==> config.mk <==
export PLATFORM = sky130hd
export DESIGN_NAME = keypad_scan_debounce
export DESIGN_NICKNAME = d
export VERILOG_FILES = /design/src/rtl/keypad_pkg.sv /design/src/rtl/sync_2ff.sv /design/src/rtl/keypad_scan_debounce.sv
export SDC_FILE = /design/constraint.sdc
export NUM_CORES = 1
export LEC_CHECK = 0
export CELL_PAD_IN_SITES_DETAIL_PLACEMENT = 1
export CELL_PAD_IN_SITES_GLOBAL_PLACEMENT = 2
export CORE_ASPECT_RATIO = 1.75
export CORE_UTILIZATION = 39
export CTS_CLUSTER_SIZE = 20
export DETAILED_ROUTE_END_ITERATION = 16
export PLACE_DENSITY_LB_ADDON = 0.15
export SYNTH_ARGS = -nofsm -noshare
export SYNTH_HDL_FRONTEND = slang
export SYNTH_SLANG_ARGS = --single-unit
==> constraint.sdc <==
create_clock -name int_osc -period 4.75 [get_ports int_osc]
set_input_delay 0.7125 -clock int_osc [delete_from_list [all_inputs] [get_ports int_osc]]
set_output_delay 0.7125 -clock int_osc [all_outputs]
set_load 0.05 [all_outputs]
==> src/rtl/keypad_pkg.sv <==
// Shared types and helpers for the keypad scanner: FSM states, key-code map, one-hot decoding.
package keypad_pkg;

    typedef enum logic [1:0] {SCAN, PRESS_DB, HELD, REL_DB} state_e;

    // Indexed by {row_idx, col_idx}; row 0 is the top keypad row.
    localparam logic [3:0] KeyMap [16] = '{
        4'h1, 4'h2, 4'h3, 4'hA,
        4'h4, 4'h5, 4'h6, 4'hB,
        4'h7, 4'h8, 4'h9, 4'hC,
        4'hE, 4'h0, 4'hF, 4'hD
    };

    function automatic logic [1:0] onehot_to_idx(input logic [3:0] oh);
        logic [1:0] idx;
        idx = 2'd0;
        for (int i = 0; i < 4; i++) begin
            if (oh[i]) idx = 2'(i);
        end
        return idx;
    endfunction

    function automatic logic is_onehot(input logic [3:0] v);
        return (v != 4'd0) && ((v & (v - 4'd1)) == 4'd0);
    endfunction

endpackage

==> src/rtl/sync_2ff.sv <==
// Two-flop synchronizer for asynchronous level inputs, synchronous active-high reset.
module sync_2ff #(
    parameter int unsigned Width = 1
) (
    input  logic             clk_i,
    input  logic             rst_i,
    input  logic [Width-1:0] d_i,
    output logic [Width-1:0] q_o
);

    logic [Width-1:0] meta_q;
    logic [Width-1:0] sync_q;

    always_ff @(posedge clk_i) begin
        if (rst_i) begin
            meta_q <= '0;
            sync_q <= '0;
        end else begin
            meta_q <= d_i;
            sync_q <= meta_q;
        end
    end

    assign q_o = sync_q;

endmodule

==> src/rtl/keypad_scan_debounce.sv <==
// 4x4 keypad column scanner with press/release debounce; emits one key_valid pulse per press.
module keypad_scan_debounce
    import keypad_pkg::*;
#(
    parameter int unsigned SCAN_DIV        = 1000,
    parameter int unsigned DEBOUNCE_CYCLES = 20000
) (
    input  logic       int_osc,
    input  logic       rst,
    input  logic [3:0] row_d,
    output logic [3:0] column_signals,
    output logic       key_valid,
    output logic [3:0] key_code,
    output logic       key_held
);

    localparam int unsigned DwellW = $clog2(SCAN_DIV);
    localparam int unsigned DbW    = $clog2(DEBOUNCE_CYCLES);
    localparam logic [DwellW-1:0] DwellLast = DwellW'(SCAN_DIV - 1);
    localparam logic [DbW-1:0]    DbLast    = DbW'(DEBOUNCE_CYCLES - 1);

    logic [3:0] row_s;

    sync_2ff #(
        .Width (4)
    ) u_row_sync (
        .clk_i (int_osc),
        .rst_i (rst),
        .d_i   (row_d),
        .q_o   (row_s)
    );

    state_e            state_q, state_d;
    logic [DwellW-1:0] dwell_q, dwell_d;
    logic [DbW-1:0]    db_q, db_d;
    logic [3:0]        col_q, col_d;
    logic [3:0]        row_lat_q, row_lat_d;
    logic              valid_q, valid_d;
    logic [3:0]        code_q, code_d;
    logic              held_q, held_d;
    logic [3:0]        col_next;

    assign col_next = {col_q[2:0], col_q[3]};

    always_comb begin
        state_d   = state_q;
        dwell_d   = dwell_q;
        db_d      = db_q;
        col_d     = col_q;
        row_lat_d = row_lat_q;
        valid_d   = 1'b0;
        code_d    = code_q;
        held_d    = held_q;

        unique case (state_q)
            SCAN: begin
                // Rows are only looked at on the last dwell cycle, after settle and sync latency.
                if (dwell_q == DwellLast) begin
                    dwell_d = '0;
                    if (is_onehot(row_s)) begin
                        row_lat_d = row_s;
                        db_d      = '0;
                        state_d   = PRESS_DB;
                    end else begin
                        col_d = col_next;
                    end
                end else begin
                    dwell_d = dwell_q + 1'b1;
                end
            end
            PRESS_DB: begin
                if (row_s != row_lat_q) begin
                    col_d   = col_next;
                    dwell_d = '0;
                    state_d = SCAN;
                end else if (db_q == DbLast) begin
                    valid_d = 1'b1;
                    code_d  = KeyMap[{onehot_to_idx(row_lat_q), onehot_to_idx(col_q)}];
                    held_d  = 1'b1;
                    db_d    = '0;
                    state_d = HELD;
                end else begin
                    db_d = db_q + 1'b1;
                end
            end
            HELD: begin
                if (row_s != row_lat_q) begin
                    db_d    = '0;
                    state_d = REL_DB;
                end
            end
            REL_DB: begin
                if (row_s == row_lat_q) begin
                    state_d = HELD;
                end else if (db_q == DbLast) begin
                    held_d  = 1'b0;
                    col_d   = col_next;
                    dwell_d = '0;
                    db_d    = '0;
                    state_d = SCAN;
                end else begin
                    db_d = db_q + 1'b1;
                end
            end
            default: state_d = SCAN;
        endcase
    end

    always_ff @(posedge int_osc) begin
        if (rst) begin
            state_q   <= SCAN;
            dwell_q   <= '0;
            db_q      <= '0;
            col_q     <= 4'b0001;
            row_lat_q <= 4'b0000;
            valid_q   <= 1'b0;
            code_q    <= 4'h0;
            held_q    <= 1'b0;
        end else begin
            state_q   <= state_d;
            dwell_q   <= dwell_d;
            db_q      <= db_d;
            col_q     <= col_d;
            row_lat_q <= row_lat_d;
            valid_q   <= valid_d;
            code_q    <= code_d;
            held_q    <= held_d;
        end
    end

    assign column_signals = col_q;
    assign key_valid      = valid_q;
    assign key_code       = code_q;
    assign key_held       = held_q;

endmodule

# Word level (Yosys, flattened, before mapping)
# Memories as Yosys holds them, arrays and structs flattened. A register that Yosys moved wholly into a read port is not among the register bits.
# Index checks and enable logic that the tools add are counted.
[op_classes] n_reduce_logical=14 muxes=44 n_addsub=3 bitwise=4 n_eq_ne=18
[op_table] op="15-bit two-way mux" n=6
[op_table] op="15-bit one-hot mux with 4 select lines" n=1
[op_table] op="10-bit two-way mux" n=4
[op_table] op="2-bit two-way mux" n=17
[op_table] op="10-bit one-hot mux with 3 select lines" n=1
[op_table] op="4-bit two-way mux" n=5
[op_table] op="2-bit inequality test (second input constant)" n=9
[op_table] op="15-bit by 1-bit adder with 15-bit output (second input constant)" n=1
[op_table] op="15-bit == test (second input constant)" n=1
[op_table] op="5-bit AND reduction" n=3
[op_table] op="4-bit one-hot mux with 3 select lines" n=1
[op_table] op="10-bit by 1-bit adder with 10-bit output (second input constant)" n=1
[op_table] op="10-bit == test (second input constant)" n=1
[op_table] op="2-bit one-hot mux with 4 select lines" n=1
[op_table] op="1-bit two-way mux" n=7
[op_table] op="3-bit inequality test (second input constant)" n=2
[op_table] op="3-bit AND reduction" n=2
[op_table] op="6-bit AND reduction" n=1
[op_table] op="4-bit NOT with 5-bit output" n=1
[op_table] op="4-bit AND" n=1
[op_table] op="2-bit == test (second input constant)" n=2
[op_table] op="4-bit == test" n=1
[op_table] op="4-bit zero test" n=1
[op_table] op="4-bit inequality test" n=1
[op_table] op="other kinds (11)" n=12
[totals] romBits=64 register_bits=45 out_inout_bits=10 word_cells=93 input_bits=6 mem_count=1
[mem_list] name="(no name shown)" depth=16 width=4 rd=1 rd_clocked_by_memory_dff=1 write_ports=0 line="keypad_scan_debounce.sv:78" rtl="code_d = KeyMap[{onehot_to_idx(row_lat_q), onehot_to_idx(col_q)}];"

# Logic depth before layout (Yosys ltp)
# Gate-level depths: netlist (run 1).
[depth] word_depth=7 mapped_depth=10 depth_no_buf=10

# Hierarchy
# A second synthesis (run 1) with hierarchy kept.
[unflattened] cells_unflattened=271 area_unflattened_um2=2342.2
[modules_own_cells] mod="keypad_scan_debounce" instances=1 area_each_um2=2132.0 cells_each=255 seq_area_each_um2=820.8
[modules_own_cells] mod="sync_2ff" instances=1 area_each_um2=210.2 cells_each=16 seq_area_each_um2=160.2

# Worst setup path before layout (run 1)
# Ideal clock, no wire load.
[synth_path] path_kind="reg2reg" startpoint="register dwell_q[0]" endpoint="register col_q[0] (netlist: column_signals[0])" path_slack_ns=2.621 path_stages_with_launch=8 t_arrival_ns=2.012 n_path_buf=0 setup_time_ns=0.116 t_required_ns=4.634 period_less_slack_ns=2.129 path_cell_list="dfxtp_1 > ha_1 > nand2_1 > nor4_4 > or3b_2 > a21oi_2 > mux2i_1 > nand2_1"
[synth_between] elab_chain_len=3
[synth_rtl] item="from (decl)" line="keypad_scan_debounce.sv:34" rtl="logic [DwellW-1:0] dwell_q, dwell_d;"
[synth_rtl] item="from (signal assigned)" line="keypad_scan_debounce.sv:121" rtl="dwell_q <= dwell_d;"
[synth_rtl] item="10-bit == test" line="keypad_scan_debounce.sv:58" rtl="if (dwell_q == DwellLast) begin"
[synth_rtl] item="2-bit inequality test (no line)"
[synth_rtl] item="6-bit AND reduction (no line)"
[synth_rtl] item="to (signal assigned)" line="keypad_scan_debounce.sv:123" rtl="col_q <= col_d;"
[synth_rtl] item="to (decl)" line="keypad_scan_debounce.sv:36" rtl="logic [3:0] col_q, col_d;"
# Every way passes these cells.
# A chain may end at the register's enable or synchronous reset.

# Worst setup path in the final report (run 1)
[layout_path] startpoint="register dwell_q[0]" endpoint="register db_q[4]"
[layout_between] elab_chain_len=3
[layout_rtl] item="10-bit == test" line="keypad_scan_debounce.sv:58"
[layout_rtl] item="2-bit inequality test (no line)"
[layout_rtl] item="5-bit AND reduction (no line)"
[layout_rtl] item="to (signal assigned)" line="keypad_scan_debounce.sv:113" rtl="db_q <= '0;"
[layout_rtl] item="to (signal assigned)" line="keypad_scan_debounce.sv:122" rtl="db_q <= db_d;"
[layout_rtl] item="to (decl)" line="keypad_scan_debounce.sv:35" rtl="logic [DbW-1:0] db_q, db_d;"
# Every way passes these cells.

==> results of run 1 <==
routing by layer:
layer	global-route usage [%]	up-vias	share of wire, %
li1	-	960	-
met1	19.9	964	39
met2	36.6	23	56
met3	3.53	10	1.9
met4	10.0	0	2.8
met5	0	-	0
worst min path at each step:
stage | end | depth (start not counted)
CTS | u_row_sync.q_o[1] | 1
finish | u_row_sync.q_o[1] | 1
global placement | u_row_sync.q_o[1] | 1
global route | u_row_sync.q_o[1] | 1
detailed placement | u_row_sync.q_o[1] | 1
floorplan | u_row_sync.q_o[0] | 1
worst max-delay path: cells and delay by family (launching register included):
family	cells	cell delay [ns]
AO/OA/AOI/OAI	2	0.58
adder cells (fa/ha/maj)	1	0.27
AND/OR/NAND/NOR	4	1.36
flip-flops	1	0.38
flip-flops by register name, summed over array words and instances, names as in the netlist, named ones only:
| signal | cells |
|---|---|
| state_q | 1 |
| key_code | 4 |
| u_row_sync.q_o | 4 |
| row_lat_q | 4 |
| key_held | 1 |
| u_row_sync.meta_q | 4 |
| key_valid | 1 |
| db_q | 15 |
| dwell_q | 10 |
| column_signals | 4 |
power by group:
part | switching (mW) | leakage, nW | total (mW) | internal [mW]
Clock | 0.137 | 0.0395 | 0.242 | 0.105
Combinational | 0.0202 | 0.459 | 0.0359 | 0.0158
Sequential | 0.00561 | 0.397 | 0.422 | 0.417
final cells by class:
class | instances | area share [%]
inverters | 7 | 0.969
well taps | 78 | 3.60
flip-flops and latches | 49 | 36.2
repair buffers | 17 | 6.09
multi-input cells | 202 | 50.2
clock buffers | 8 | 2.95
cell families (layout without fill, tap and decap cells):
group,Yosys count,count (layout),synth area share [%]
and+or+nand+nor,113,113,24.1
DFF,49,49,40.4
AOI/OAI and AO/OA,42,42,13.2
xor gates and xnor gates,25,25,9.02
buffers and inverters,19,32,3.50
muxes,15,15,6.18
adders and majority gates,7,7,3.61
per-stage QoR:
step	worst slack, ns	utilization [%]	hold slack (ns)	power (mW)
floorplan	2.62	-	0.414	0.455
global placement	2.16	44.4	0.440	0.468
detailed placement	2.13	44.4	0.432	0.469
CTS	2.08	45.8	0.453	0.714
global route	1.76	45.8	0.456	0.732
finish	2.11	45.8	0.439	0.700
Yosys cell counts (2+ instances only):
cell / count / share of area, %
a2111oi_0: 3 / 1.1
a211oi_1: 5 / 1.5
a21o_1: 2 / 0.62
a21oi_1: 15 / 3.1
a22oi_1: 2 / 0.62
and3_1: 2 / 0.52
buf_2: 5 / 1.0
clkbuf_1: 6 / 0.93
dfxtp_1: 49 / 40
ha_1: 7 / 3.6
inv_1: 7 / 1.1
mux2i_1: 15 / 6.2
nand2_1: 12 / 1.9
nand2b_1: 2 / 0.52
nand3_1: 9 / 1.9
nand4_1: 7 / 1.8
nor2_1: 51 / 7.9
nor2b_1: 10 / 2.6
nor3_1: 4 / 0.82
nor3_2: 3 / 1.2
nor4_1: 2 / 0.52
o21ai_0: 3 / 0.62
o21ai_2: 2 / 0.72
xnor2_1: 24 / 8.7
==> out/results.ini, run 1 <==
[clock_network]
cts-root-buf = clkbuf_8
clock_latency_ns = 0.31
post-cts-setup-buffers = 0
htreeDepth = 2
cts_max_path_buffers = 2
cts.clk_slew.worst_paths_ns = 0.09
cts_tree = yes
cts_inserted_buffers = 5
cts.sinks = 49
cts_hold_buf = 0
cts_resized = 0

[final_layout]
mostFrequentLayoutCells = nor2_1, dfxtp_1, xnor2_1
seq_area_um2 = 981
multiInputGateArea_mm2 = 0.00136
diodes = 0
finalInstanceArea_mm2 = 0.00271
finalNetCount = 295
final_common_cell = nor2_1
nFillCells = 747
area_growth_pct = 11.7
drive_gt1_share_pct = 7.42
final_cell_count_no_fill = 361

[detailed_routing]
routed_via_density = 5.42
drc = 0
routedWlPerCell_um = 16.0
drt_iter0_drc = 69
antenna_left = 0
drt_pass1_iterations = 4
finalWirelength_um = 5770
dr_total_vias = 1957

[setup_path]
rrSetupSlack_ns = 2.11
reg2reg_to = db_q[4]
path_max_fanout = 18
critPathArrivalTime_ns = 2.89
cp-startpoint = dwell_q[0]
crit_end = db_q[4]
crit_required_ns = 5.00
path_cells = ha_1 > nand2_1 > nor4_4 > o211ai_2 > and2_1 > or4_1 > a21oi_1
ff2ff_path_depth = 7
crit_type = flop to flop
reg2reg_from = dwell_q[0]
crit_path_top_delay_cell = or4_1
cp-start-kind = flop
end_kind = flop
cp_slowest_stage_delay_ns = 0.50

[pwr]
ir_worst_vdd_mv = 0.154
p_leak_nw = 0.896
power_per_cell_area_mw_per_mm2 = 258

[yosys]
ys_async_sr_fraction_pct = 0
synth_edf_count = 0
syn_area_mm2 = 0.00243
synthFlopType = dfxtp_1
synthCells = 270
avgSynthCellArea_um2 = 8.99
synth.distinct_cells = 47
synth_seq_area_share_pct = 40.4
yosysWarnings = 0
syn_nets = 283
ys_seq_elements = 49

[sta]
finalCritPeriodShare_pct = 55.7
post-route-min-period_ns = 2.64
fin_tns_setup_ns = 0
slew_viol_final = 0
max_freq_mhz = 378
relSlewSlack_pct = 26.3
worstMarginPinSlew_ns = 1.07
rsz0062_at_grt = false
setup_violations = 0
finClkSkew_ns = 0.0102
final-hold-violation-count = 0

[placed_design]
dp_cells = 353
dp_hpwl_um = 4320
gp_congestion = 0.746
dpl_cell_area_mm2 = 0.00263
io_buffers = 15

[die]
core_mm2 = 0.00593
fp.dieArea_mm2 = 0.00656
die_y_um = 106
die_width_um = 61.7
initial_core_util_pct = 41.0
ioPinCount = 16
core.rowCount = 37

[min_path]
hp-class = flop to flop
min_from = u_row_sync.meta_q[1]

[grt]
grt_usage_pct = 19.9
grt_pass1_vias = 2012
grt_antenna_before_repair = 0
grt_max_degree = 33
grt-ovfl-total = 0
grt_pass1_wl_um = 9560

[run]
max-cap-violations = 0

[run_status]
outcome = finished, final reports clean

No activity file was read; power rests on OpenSTA's default activity.
==> inputs of run 2 (changes only) <==
--- a/config.mk
+++ b/config.mk
@@ -8,7 +8,7 @@
 export CELL_PAD_IN_SITES_DETAIL_PLACEMENT = 1
 export CELL_PAD_IN_SITES_GLOBAL_PLACEMENT = 2
 export CORE_ASPECT_RATIO = 1.75
-export CORE_UTILIZATION = 39
+export CORE_UTILIZATION = 36
 export CTS_CLUSTER_SIZE = 20
 export DETAILED_ROUTE_END_ITERATION = 16
 export PLACE_DENSITY_LB_ADDON = 0.15
==> constraint.sdc (replaced) <==
create_clock -name int_osc -period 2.6 [get_ports int_osc]
set_input_delay 0.39 -clock int_osc [delete_from_list [all_inputs] [get_ports int_osc]]
set_output_delay 0.39 -clock int_osc [all_outputs]
set_load 0.05 [all_outputs]
==> run 2 against run 1 <==
Net effect: count of clock-buffer cells in the layout unchanged; register-to-register slack worse by 1.8 ns; fmax up 13%; core utilization down 2.3 points; largest cell class unchanged; largest power group unchanged.
==> out/results.ini, run 2 (synthesis gave the netlist of run 1 again) <==
[detailed_routing]
routed_via_density = 5.31
drt_iter0_drc = 51
finalWirelength_um = 6070
antenna_left = 0
dr_total_vias = 1986
drt_pass1_iterations = 4
routedWlPerCell_um = 16.2
drc = 0

[setup_path]
rrSetupSlack_ns = 0.26
reg2reg_to = dwell_q[9]
crit_type = flop to flop
reg2reg_from = db_q[9]
cp-start-kind = flop
critPathArrivalTime_ns = 2.51
path_max_fanout = 10
end_kind = flop
ff2ff_path_depth = 6
crit_required_ns = 2.77

[final_layout]
area_growth_pct = 17.0
multiInputGateArea_mm2 = 0.00136
largest_reg_flops = 15
reg.largest.list = db_q x15, dwell_q x10
finalNetCount = 304
final_common_cell = nor2_1
seq_area_um2 = 981
top_register = db_q
nFillCells = 768
final_cell_count_no_fill = 374
diodes = 0
drive_gt1_share_pct = 10.3
mostFrequentLayoutCells = nor2_1, dfxtp_1, xnor2_1

[sta]
finClkSkew_ns = 0.00726
relSlewSlack_pct = 64.0
fin_tns_setup_ns = 0
rsz0062_at_grt = false
final-hold-violation-count = 0
worstMarginPinSlew_ns = 0.526
max_freq_mhz = 428
slew_viol_final = 0
post-route-min-period_ns = 2.34
setup_violations = 0
finalCritPeriodShare_pct = 90.0

[clock_network]
cts-root-buf = clkbuf_16
clock_latency_ns = 0.29
cts_tree = yes
post-cts-setup-buffers = 0
cts_inserted_buffers = 5
cts_hold_buf = 0
cts.clk_slew.worst_paths_ns = 0.07
cts_resized = 0
cts.sinks = 49
cts_max_path_buffers = 2
htreeDepth = 2

[die]
initial_core_util_pct = 37.1
ioPinCount = 16
core_mm2 = 0.00654
core.rowCount = 39
die_width_um = 64.1
fp.dieArea_mm2 = 0.00709
die_y_um = 111

[placed_design]
dp_cells = 366
dp_hpwl_um = 4580
io_buffers = 15
gp_congestion = 0.798

[run_status]
outcome = finished, final reports clean

[min_path]
hp-class = flop to flop
min_to = u_row_sync.q_o[3]
min_path_cells = 1
min_from = u_row_sync.meta_q[3]

[grt]
grt_pass1_wl_um = 9940
grt_pass1_vias = 2092
grt-ovfl-total = 0
grt_antenna_before_repair = 0
grt_max_degree = 19
grt_usage_pct = 18.5

[pwr]
ir_worst_vdd_mv = 0.268
p_leak_nw = 0.965
power_per_cell_area_mw_per_mm2 = 520

[run]
max-cap-violations = 0

==> run 2: report_power, final <==
group	total (mW)	internal [mW]	switching (mW)	leakage (nW)
registers	0.771	0.762	0.00926	0.397
logic	0.0747	0.0338	0.0409	0.503
clock network	0.632	0.359	0.273	0.0652
==> run 2: worst max-delay path, stage by stage (launching register included) <==
cell and delay [ns]:
dfxtp_1 0.43, or4b_1 0.57, o41ai_4 0.36, o21ai_2 0.23, nor4_1 0.41, xnor2_1 0.17, nor2_1 0.05
==> run 2: stage by stage <==
step / hold slack (ns) / utilization (%) / power (mW) / setup WS, ns / instance area [um2]
after floorplan: 0.414 / - / 0.832 / 0.471 / 2430
after global placement: 0.424 / 41.4 / 0.862 / 0.331 / 2710
after detailed placement: 0.433 / 41.4 / 0.864 / 0.254 / 2710
after CTS: 0.452 / 43.5 / 1.51 / 0.240 / 2840
after global routing: 0.462 / 43.5 / 1.54 / 0.0488 / 2840
final: 0.453 / 43.5 / 1.48 / 0.261 / 2840
==> run 2: how the worst max path moves through the flow <==
stage / startpoint / end / slack, ns / depth (start not counted)
global route: dwell_q[0] / db_q[4] / 0.05 / 7
global placement: db_q[5] / column_signals[3] / 0.33 / 6
detailed placement: db_q[5] / dwell_q[9] / 0.25 / 6
floorplan: dwell_q[0] / column_signals[0] / 0.47 / 7
CTS: db_q[5] / dwell_q[9] / 0.24 / 6
finish: db_q[9] / dwell_q[9] / 0.26 / 6
==> run 2: cell type report <==
type	instances	area share, %
Clock buffer	8	4.80
Inverter	7	0.925
Multi-Input combinational cell	202	48.0
Sequential cell	49	34.5
Tap cell	82	3.61
Timing Repair Buffer	26	8.19
==> run 2: layer usage <==
layer	global-route usage (%)	wire length, um
met3	3.29	120
met1	17.2	2240
met5	0	0
met2	36.4	3530
met4	9.55	176
==> inputs of run 3 (changes only) <==
--- a/config.mk
+++ b/config.mk
@@ -7,7 +7,7 @@
 export LEC_CHECK = 0
 export CELL_PAD_IN_SITES_DETAIL_PLACEMENT = 1
 export CELL_PAD_IN_SITES_GLOBAL_PLACEMENT = 2
-export CORE_ASPECT_RATIO = 1.75
+export CORE_ASPECT_RATIO = 1.5
 export CORE_UTILIZATION = 36
 export CTS_CLUSTER_SIZE = 20
 export DETAILED_ROUTE_END_ITERATION = 16
==> run 3 against run 2 <==
Net effect: global-route usage shrank 1.5 points; routed wire length shrank 6.7%; critical path depth is the same; sequential cell count is the same; first-iteration DRC count shrank 7.8%; via count shrank 2.3%; setup slack lost 0.064 ns; critical endpoint is now column_signals[3]; largest cell class unchanged.
==> out/results.ini, run 3 (synthesis gave the netlist of run 1 again) <==
[final_layout]
reg.largest.list = db_q x15, dwell_q x10
mostFrequentLayoutCells = nor2_1, dfxtp_1, xnor2_1
final_common_cell = nor2_1
area_growth_pct = 14.4
largest_reg_flops = 15
drive_gt1_share_pct = 10.3
diodes = 0
finalNetCount = 302
nFillCells = 787
top_register = db_q

[clock_network]
cts_max_path_buffers = 2
htreeDepth = 2
cts-root-buf = clkbuf_8
cts_tree = yes
cts_hold_buf = 0
cts_inserted_buffers = 5
post-cts-setup-buffers = 0
cts.sinks = 49
cts_resized = 0
cts.clk_slew.worst_paths_ns = 0.09
clock_latency_ns = 0.31

[setup_path]
cp_slowest_stage_delay_ns = 0.62
crit_required_ns = 2.80
crit_buf_inv = 0
crit_type = flop to flop
path_max_fanout = 13
end_kind = flop
ff2ff_path_depth = 6
rrSetupSlack_ns = 0.20
cp-startpoint = db_q[5]
critPathArrivalTime_ns = 2.61
path_cells = or4b_4 > o41ai_4 > o21ai_2 > a21oi_2 > mux2i_1 > nor2_1
cp_top_family = compound AO/OA/AOI/OAI gates
reg2reg_to = column_signals[3]
reg2reg_from = db_q[5]
cp-start-kind = flop
crit_path_top_delay_cell = or4b_4

[min_path]
min_from = u_row_sync.meta_q[3]
min_to = u_row_sync.q_o[3]
hp-class = flop to flop
min_path_cells = 1

[grt]
grt_max_degree = 18
grt_antenna_before_repair = 0
grt_usage_pct = 17.0
grt_pass1_wl_um = 9490
grt_pass1_vias = 1965
grt-ovfl-total = 0

[detailed_routing]
finalWirelength_um = 5660
drt_iter0_drc = 47
dr_total_vias = 1941
route.met2.wl_um = 3080
wl_met1_um = 2340
routed_via_density = 5.30
drc = 0
antenna_left = 0
drt_pass1_iterations = 4
top_layer = met4
routedWlPerCell_um = 15.5
wl_met3_um = 125

[pwr]
power_per_cell_area_mw_per_mm2 = 466
p_leak_nw = 0.941
power_mw = 1.29
ir_worst_vdd_mv = 0.259

[die]
fp.dieArea_mm2 = 0.00709
core_mm2 = 0.00649
ioPinCount = 16
die_y_um = 103
core.rowCount = 36
initial_core_util_pct = 37.4
die_width_um = 69.1

[sta]
finClkSkew_ns = 0.00432
hold_slack_ns = 0.446
slew_viol_final = 0
worstMarginPinSlew_ns = 0.698
max_freq_mhz = 416
final-hold-violation-count = 0
rsz0062_at_grt = false
fin_tns_setup_ns = 0
setup_violations = 0
post-route-min-period_ns = 2.40
fin_ws_ns = 0.197
relSlewSlack_pct = 53.5
finalCritPeriodShare_pct = 92.4

[placed_design]
gp_congestion = 0.738
dp_hpwl_um = 4190
io_buffers = 15
dp_slack_ns = 0.195

[run_status]
outcome = finished, final reports clean

[run]
max-cap-violations = 0

## run 3: worst max path at each step
stage	end	slack (ns)	cells after the start
finish	column_signals[3]	0.20	6
global route	db_q[9]	0.05	7
CTS	column_signals[0]	0.18	6
detailed placement	column_signals[0]	0.20	6
global placement	column_signals[0]	0.22	6
floorplan	column_signals[0]	0.47	7
## run 3: worst reg2reg max path, stage by stage, from the launching register on
cell	delay, ns
dfxtp_1	0.40
or4b_4	0.62
o41ai_4	0.38
o21ai_2	0.27
a21oi_2	0.34
mux2i_1	0.23
nor2_1	0.06
## run 3: layout make-up
class	count	area [um2]	share of cell area, %
clock buffers	6	72.6	2.61
clock inverters	2	10.0	0.360
inverters	7	26.3	0.946
multi-input cells	202	1360	49.1
flip-flops and latches	49	981	35.3
well taps	76	95.1	3.42
repair buffers	24	230	8.29
## run 3: report_power, final
group / internal (mW) / switching, mW / total [mW]
logic: 0.0319 / 0.0378 / 0.0697
clock network: 0.187 / 0.266 / 0.453
registers: 0.761 / 0.0105 / 0.772
## run 3: per-stage QoR
stage	instances	instance area, um2	util [%]
6_report	366	2780	42.8
5_1_grt	366	2780	42.8
4_1_cts	366	2780	42.8
3_5_place_dp	358	2700	41.6
3_3_place_gp	358	2700	41.6
2_1_floorplan	270	2430	-
## run 3: per-layer routing
layer  GRT usage (%)  up-vias
met4            7.54        0
met2            32.3       21
met3            3.71       10
li1                -      975
met1            17.9      935
met5               0        -
